$ cat config.mk
export PLATFORM = sky130hd
export DESIGN_NAME = prog_seq
export DESIGN_NICKNAME = d
export VERILOG_FILES = /design/src/rtl/prog_pkg.sv /design/src/rtl/prog_rsp_tx.sv /design/src/rtl/prog_seq.sv
export SDC_FILE = /design/constraint.sdc
export NUM_CORES = 1
export LEC_CHECK = 0
export ABC_AREA = 1
export BUFFER_PORTS_ARGS = -buffer_cell sky130_fd_sc_hd__buf_2
export CORE_ASPECT_RATIO = 0.7
export CORE_MARGIN = 8
export CORE_UTILIZATION = 50
export DETAILED_ROUTE_END_ITERATION = 16
export GPL_ROUTABILITY_DRIVEN = 0
export GPL_TIMING_DRIVEN = 0
export PLACE_DENSITY = 0.85
export SLEW_MARGIN = 10
export SYNTH_ARGS = -nofsm -noshare
export SYNTH_HDL_FRONTEND = slang
export SYNTH_SLANG_ARGS = --single-unit
export TNS_END_PERCENT = 50
$ cat constraint.sdc
create_clock -name clk -period 1.82 [get_ports clk]
set_input_delay 0.273 -clock clk [delete_from_list [all_inputs] [get_ports clk]]
set_output_delay 0.273 -clock clk [all_outputs]
set_load 0.01 [all_outputs]
$ cat src/rtl/prog_pkg.sv
// Shared constants and state encoding for the UART-driven memory programmer.
package prog_pkg;

    localparam logic [7:0] CMD_READ    = 8'h72;
    localparam logic [7:0] CMD_WRITE   = 8'h77;
    localparam logic [7:0] CMD_INC     = 8'h6E;

    localparam logic [7:0] RSP_UNKNOWN = 8'h3F;
    localparam logic [7:0] RSP_TIMEOUT = 8'h21;
    localparam logic [7:0] RSP_WR_OK   = CMD_WRITE;

    localparam logic [7:0] ACK_TIMEOUT = 8'd255;

    typedef enum logic [2:0] {
        ST_IDLE,
        ST_ADR2,
        ST_ADR1,
        ST_ADR0,
        ST_DHI,
        ST_DLO,
        ST_REQ,
        ST_RSP
    } state_t;

endpackage

$ cat src/rtl/prog_rsp_tx.sv
// Response byte queue (depth 2) feeding the UART transmitter; launches a byte
// when tx_rdy is high, then holds off for the pulse cycle plus one more.
module prog_rsp_tx (
    input  logic       clk,
    input  logic       rst,
    input  logic       push_i,
    input  logic       two_i,
    input  logic [7:0] byte0_i,
    input  logic [7:0] byte1_i,
    input  logic       tx_rdy_i,
    output logic       tx_new_o,
    output logic [7:0] tx_char_o,
    output logic       last_o
);

    logic [1:0] cnt_q, cnt_d;
    logic [7:0] buf0_q, buf0_d;
    logic [7:0] buf1_q, buf1_d;
    logic       new_q, new_d;
    logic [7:0] char_q, char_d;
    logic       hold_q, hold_d;
    logic       launch;

    // A push only ever arrives while the queue is empty, so it never races a launch.
    always_comb begin
        cnt_d  = cnt_q;
        buf0_d = buf0_q;
        buf1_d = buf1_q;
        char_d = char_q;
        new_d  = 1'b0;
        hold_d = new_q;
        launch = (cnt_q != 2'd0) && tx_rdy_i && !new_q && !hold_q;
        if (push_i) begin
            buf0_d = byte0_i;
            buf1_d = byte1_i;
            cnt_d  = two_i ? 2'd2 : 2'd1;
        end else if (launch) begin
            new_d  = 1'b1;
            char_d = buf0_q;
            buf0_d = buf1_q;
            cnt_d  = cnt_q - 2'd1;
        end
        last_o = launch && (cnt_q == 2'd1);
    end

    always_ff @(posedge clk) begin
        if (rst) begin
            cnt_q  <= 2'd0;
            buf0_q <= 8'd0;
            buf1_q <= 8'd0;
            new_q  <= 1'b0;
            char_q <= 8'd0;
            hold_q <= 1'b0;
        end else begin
            cnt_q  <= cnt_d;
            buf0_q <= buf0_d;
            buf1_q <= buf1_d;
            new_q  <= new_d;
            char_q <= char_d;
            hold_q <= hold_d;
        end
    end

    assign tx_new_o  = new_q;
    assign tx_char_o = char_q;

endmodule

$ cat src/rtl/prog_seq.sv
// Command sequencer: decodes UART read/write commands into single memory
// requests and returns response bytes. PROG_SEQ_AUTOINC_EN adds the 'n' command.
module prog_seq
    import prog_pkg::*;
(
    input  logic        clk,
    input  logic        rst,
    input  logic [7:0]  rx_data,
    input  logic        rx_new,
    input  logic        tx_rdy,
    output logic        tx_new,
    output logic [7:0]  tx_char,
    output logic        mem_req,
    input  logic        mem_ack,
    output logic        mem_rw,
    output logic [19:0] mem_adr,
    output logic [15:0] mem_dtw,
    input  logic [15:0] mem_dtr,
    output logic        busy
);

    state_t      state_q, state_d;
    logic [19:0] adr_q, adr_d;
    logic [15:0] dtw_q, dtw_d;
    logic        rw_q, rw_d;
    logic        req_q, req_d;
    logic [7:0]  tmo_q, tmo_d;
    logic        push;
    logic        two;
    logic [7:0]  rsp0;
    logic [7:0]  rsp1;
    logic        rsp_done;
`ifdef PROG_SEQ_AUTOINC_EN
    logic [19:0] last_q, last_d;
`endif

    always_comb begin
        state_d = state_q;
        adr_d   = adr_q;
        dtw_d   = dtw_q;
        rw_d    = rw_q;
        req_d   = req_q;
        tmo_d   = tmo_q;
        push    = 1'b0;
        two     = 1'b0;
        rsp0    = 8'd0;
        rsp1    = 8'd0;
`ifdef PROG_SEQ_AUTOINC_EN
        last_d  = last_q;
`endif
        case (state_q)
            ST_IDLE: begin
                if (rx_new) begin
                    case (rx_data)
                        CMD_READ: begin
                            rw_d    = 1'b0;
                            state_d = ST_ADR2;
                        end
                        CMD_WRITE: begin
                            rw_d    = 1'b1;
                            state_d = ST_ADR2;
                        end
`ifdef PROG_SEQ_AUTOINC_EN
                        CMD_INC: begin
                            rw_d    = 1'b1;
                            adr_d   = last_q + 20'd1;
                            state_d = ST_DHI;
                        end
`endif
                        default: begin
                            push    = 1'b1;
                            rsp0    = RSP_UNKNOWN;
                            state_d = ST_RSP;
                        end
                    endcase
                end
            end
            ST_ADR2: if (rx_new) begin
                adr_d[19:16] = rx_data[3:0];
                state_d      = ST_ADR1;
            end
            ST_ADR1: if (rx_new) begin
                adr_d[15:8] = rx_data;
                state_d     = ST_ADR0;
            end
            ST_ADR0: if (rx_new) begin
                adr_d[7:0] = rx_data;
                state_d    = rw_q ? ST_DHI : ST_REQ;
            end
            ST_DHI: if (rx_new) begin
                dtw_d[15:8] = rx_data;
                state_d     = ST_DLO;
            end
            ST_DLO: if (rx_new) begin
                dtw_d[7:0] = rx_data;
                state_d    = ST_REQ;
            end
            ST_REQ: begin
                // First REQ cycle raises the request; ack is checked before the timeout.
                if (!req_q) begin
                    req_d = 1'b1;
                    tmo_d = 8'd0;
                end else if (mem_ack) begin
                    req_d   = 1'b0;
                    tmo_d   = 8'd0;
                    push    = 1'b1;
                    state_d = ST_RSP;
`ifdef PROG_SEQ_AUTOINC_EN
                    last_d  = adr_q;
`endif
                    if (rw_q) begin
                        rsp0 = RSP_WR_OK;
                    end else begin
                        two  = 1'b1;
                        rsp0 = mem_dtr[15:8];
                        rsp1 = mem_dtr[7:0];
                    end
                end else if (tmo_q == ACK_TIMEOUT - 8'd1) begin
                    req_d   = 1'b0;
                    tmo_d   = 8'd0;
                    push    = 1'b1;
                    rsp0    = RSP_TIMEOUT;
                    state_d = ST_RSP;
                end else begin
                    tmo_d = tmo_q + 8'd1;
                end
            end
            ST_RSP: if (rsp_done) state_d = ST_IDLE;
            default: state_d = ST_IDLE;
        endcase
    end

    always_ff @(posedge clk) begin
        if (rst) begin
            state_q <= ST_IDLE;
            adr_q   <= 20'd0;
            dtw_q   <= 16'd0;
            rw_q    <= 1'b0;
            req_q   <= 1'b0;
            tmo_q   <= 8'd0;
`ifdef PROG_SEQ_AUTOINC_EN
            last_q  <= 20'd0;
`endif
        end else begin
            state_q <= state_d;
            adr_q   <= adr_d;
            dtw_q   <= dtw_d;
            rw_q    <= rw_d;
            req_q   <= req_d;
            tmo_q   <= tmo_d;
`ifdef PROG_SEQ_AUTOINC_EN
            last_q  <= last_d;
`endif
        end
    end

    prog_rsp_tx u_rsp_tx (
        .clk       (clk),
        .rst       (rst),
        .push_i    (push),
        .two_i     (two),
        .byte0_i   (rsp0),
        .byte1_i   (rsp1),
        .tx_rdy_i  (tx_rdy),
        .tx_new_o  (tx_new),
        .tx_char_o (tx_char),
        .last_o    (rsp_done)
    );

    assign mem_req = req_q;
    assign mem_rw  = rw_q;
    assign mem_adr = adr_q;
    assign mem_dtw = dtw_q;
    assign busy    = (state_q != ST_IDLE);

endmodule

==> summary.txt <==
Timing
  – Hold Vio Cnt, Final: 0
  – Least-Margin Pin Slew: a little over 0.5 ns
  – Max Clock Skew: ~0.0071 ns
  – Setup violators final: 0
  – FMAX: 592 MHz
  – Minimum clock period after layout: 1.69 ns
  – Max-slew headroom: approximately two thirds
  – Fin crit share: 92.8%
  – Max-slew violations: 0

Final layout
  – Layout Nets: 571
  – Util after Layout: between 60% and 70%
  – Layout cell share with drive strength beyond 1: 24.1%
  – Register Area: 0.00154 mm^2
  – Antenna cells: 0
  – Number of fill cells: 556
  – Footprint of the multi-input gates: 0.00156 mm^2
  – Area Growth Syn to Fin: 22.4%

GRT
  – Total GRT Usage: approximately a fifth
  – Vias in the first global route: between 3000 and 4000
  – Pin count of the biggest net entering global routing: 15
  – Global route overflow: 0
  – Global-route wire length before repair: 15.2 mm
  – Antenna violations before repair: 1

Outcome
  – Outcome: complete, no violations

Logic synthesis
  – Post-Syn Nets: 479
  – #FFs+latches synth: 77
  – Ys Warns: 0
  – Sequential share of the synthesized area: 46.6%
  – Cell Area, Synth: 0.00330 mm^2
  – XOR/XNOR Fraction of Synth Area: 0.530%
  – Distinct cells, synth: 31
  – Main combinational cell family by area after synthesis: simple AND/OR/NAND/NOR gates
  – Compound-cell area share of the yosys netlist: 17.0%
  – Simple-gate portion of the synthesized area: between 20 and 30%
  – Mux share of post-synthesis cell area: 0%
  – Post-Syn Instances: between 400 and 500
  – Post-synthesis adder-cell area fraction: 1.51%
  – Synth Area per Inst: 7.41 um^2

Detailed routing
  – First-pass DRT Iterations: 5
  – Routed Antenna Nets: 0
  – DRC: 0
  – Average wire per standard cell: around 15 um
  – Starting DRT DRC Count: 258
  – Routed vias: 3291
  – Number of vias per cell: 5.30
  – Drt total wl: 9.19 mm

Worst hold path
  – Worst min path class: input port to register

Clock network
  – H-tree Lvls: 3
  – Clock Latency Late Sink: 0.36 ns
  – Clock transition at the registers of the reported paths: 0.08 ns
  – TritonCTS clock tree: done
  – Number of CTS-inserted buffers: 9
  – TritonCTS Sinks: 77
  – Cts hold-fix bufs: 0
  – Root Buffer: clkbuf_8
  – CTS Buffer Depth: 2

Placement
  – Port-buffer cells: 76
  – DPL Wire Length: between 6 and 7 mm

Floorplanning
  – Die Wd: 113 um
  – Die area: ~0.0095 mm^2
  – Cell Rows: 24
  – Core area: 0.00631 mm^2
  – IO Pins: 77
  – Die H: roughly 84 um
  – Initial Util: 52.4%

Run
  – Max Cap Viol: 0

Critical path
  – CP endpoint kind: register
  – Crit-path max FO: 8
  – Critical Path Source Type: register
  – Worst Path Required: 2.08 ns
  – Arr. time, crit path: slightly below 2 ns
  – WS Path Type: register to register

Power
  – PwrDens: between 900 and 1000 mW/mm^2
  – Lkg Pwr: 1.90 nW
  – Overall power: about 4.0 mW
  – Worst vdd ir: 0.541 mV
-- metal layers --
layer | vias up | global-route usage (%) | wire length, um
met5 | - | 0 | 8
met4 | 2 | 5.54 | 118
met3 | 18 | 7.95 | 903
met2 | 141 | 30.0 | 4030
met1 | 1491 | 25.4 | 4120
li1 | 1639 | - | -
-- placed cells by master, fill, tap and decap left out --
master       n
nand2_8      2
inv_2        4
nor3_4       1
and2_1       1
nor3_2       1
bufinv_16    1
a211oi_1     1
a21oi_2      1
nor2_4       5
nand3_2      1
clkinvlp_4   2
nand3_4      1
clkbuf_1     8
inv_1       33
buf_2       79
o21ai_1      2
nor2_1      79
inv_4        4
clkinv_2     1
o21ai_0     51
buf_6        1
o31ai_1      1
nand3_1     16
nand2_1     77
nand4_1      5
clkinv_4     3
a21oi_1     54
nor2_2       1
xor2_1       2
clkbuf_8     9
dfxtp_1     77
clkbuf_2     1
o21a_1       1
nand2_2      6
buf_4        5
ha_1         4
nand2_4      1
nor2_8       1
-- timing repair --
item                                    CTS  global route
pin swaps                                 2             4
endpoints found under the setup margin   13            21
gates cloned                              1             0
gates resized for setup                   2             8
setup buffers                             2             2
-- synth_stat cells, drive strengths merged --
cell	number	area, um^2
inv	41	161
and2	1	6.26
nand3	18	108
clkbuf	9	33.8
xor2	2	17.5
nand4	5	31.3
buf	5	33.8
nor2	85	368
nor3	2	15.0
a21oi	55	275
o31ai	1	7.51
a211oi	1	7.51
ha	4	50.1
nand2	86	375
o21ai	53	265
o21a	1	7.51
dfxtp	77	1540
-- metrics by stage --
| step | hold WS, ns | instance area (um^2) | cells | setup WS (ns) | setup TNS [ns] |
|---|---|---|---|---|---|
| global placement | 0.424 | 3780 | 600 | 0.0616 | 0 |
| global route | 0.149 | 4050 | 621 | -0.0239 | -0.0239 |
| detailed placement | 0.433 | 3780 | 600 | -0.0261 | -0.0454 |
| floorplan | 0.351 | 3300 | 446 | 0.275 | 0 |
| finish | 0.156 | 4050 | 621 | 0.130 | 0 |
| CTS | 0.150 | 4010 | 619 | 0.0463 | 0 |
-- where the power goes --
| group | leakage, nW | switching [mW] | internal [mW] | total, mW |
|---|---|---|---|---|
| combinational | 1.18 | 0.505 | 0.278 | 0.783 |
| sequential | 0.625 | 0.0690 | 1.81 | 1.88 |
| clock | 0.0954 | 0.665 | 0.637 | 1.30 |
| total | 1.90 | 1.24 | 2.72 | 3.96 |
-- flip-flops by register name, indices dropped and copies added (netlist names) --
register	count
mem_adr	20
mem_dtw	16
mem_req	1
mem_rw	1
state_q	3
tmo_q	8
u_rsp_tx.buf0_q	8
u_rsp_tx.buf1_q	8
u_rsp_tx.cnt_q	2
u_rsp_tx.hold_q	1
u_rsp_tx.tx_char_o	8
u_rsp_tx.tx_new_o	1
-- cells by family (layout without fill, tap and decap cells) --
logic type,count (synthesis),count (layout)
AND/OR/NAND/NOR,197,198
AO/OA/AOI/OAI,111,111
flip-flops,77,77
buffers and inverters,55,151
adder cells (fa/ha/maj),4,4
XOR/XNOR,2,2
-- worst max-delay path, stage by stage, from the launching register on --
cell     delay (ns)
dfxtp_1        0.36
inv_1          0.08
ha_1           0.20
inv_1          0.06
nor2_1         0.04
nand2_1        0.07
nand2_2        0.10
nand2_4        0.12
nand2_8        0.10
nor2_4         0.17
buf_4          0.15
nand2_1        0.05
nand2_1        0.06
nor2_1         0.05
-- final timing paths --
kind / slack (ns) / cells past startpoint / startpoint / to
max reg2reg: 0.13 / 13 / tmo_q[0]$_SDFFE_PP0P_ / u_rsp_tx.cnt_q[0]$_SDFFE_PP0P_
min: 0.16 / 2 / rst / tmo_q[5]$_SDFFE_PP0P_
max: 0.13 / 13 / tmo_q[0]$_SDFFE_PP0P_ / u_rsp_tx.cnt_q[0]$_SDFFE_PP0P_
min reg2reg: 0.44 / 2 / u_rsp_tx.tx_new_o$_SDFF_PP0_ / u_rsp_tx.hold_q$_SDFF_PP0_
-- layout make-up --
cell class              count  area share (%)
multi-input cells         315            38.6
flip-flops and latches     77            38.1
repair buffers             80            10.1
inverters                  41            4.05
clock buffers               9            3.06
well taps                  78            2.41
clock inverters             7            1.89
plain buffers              14            1.70
(Power assumes the default switching activity.)
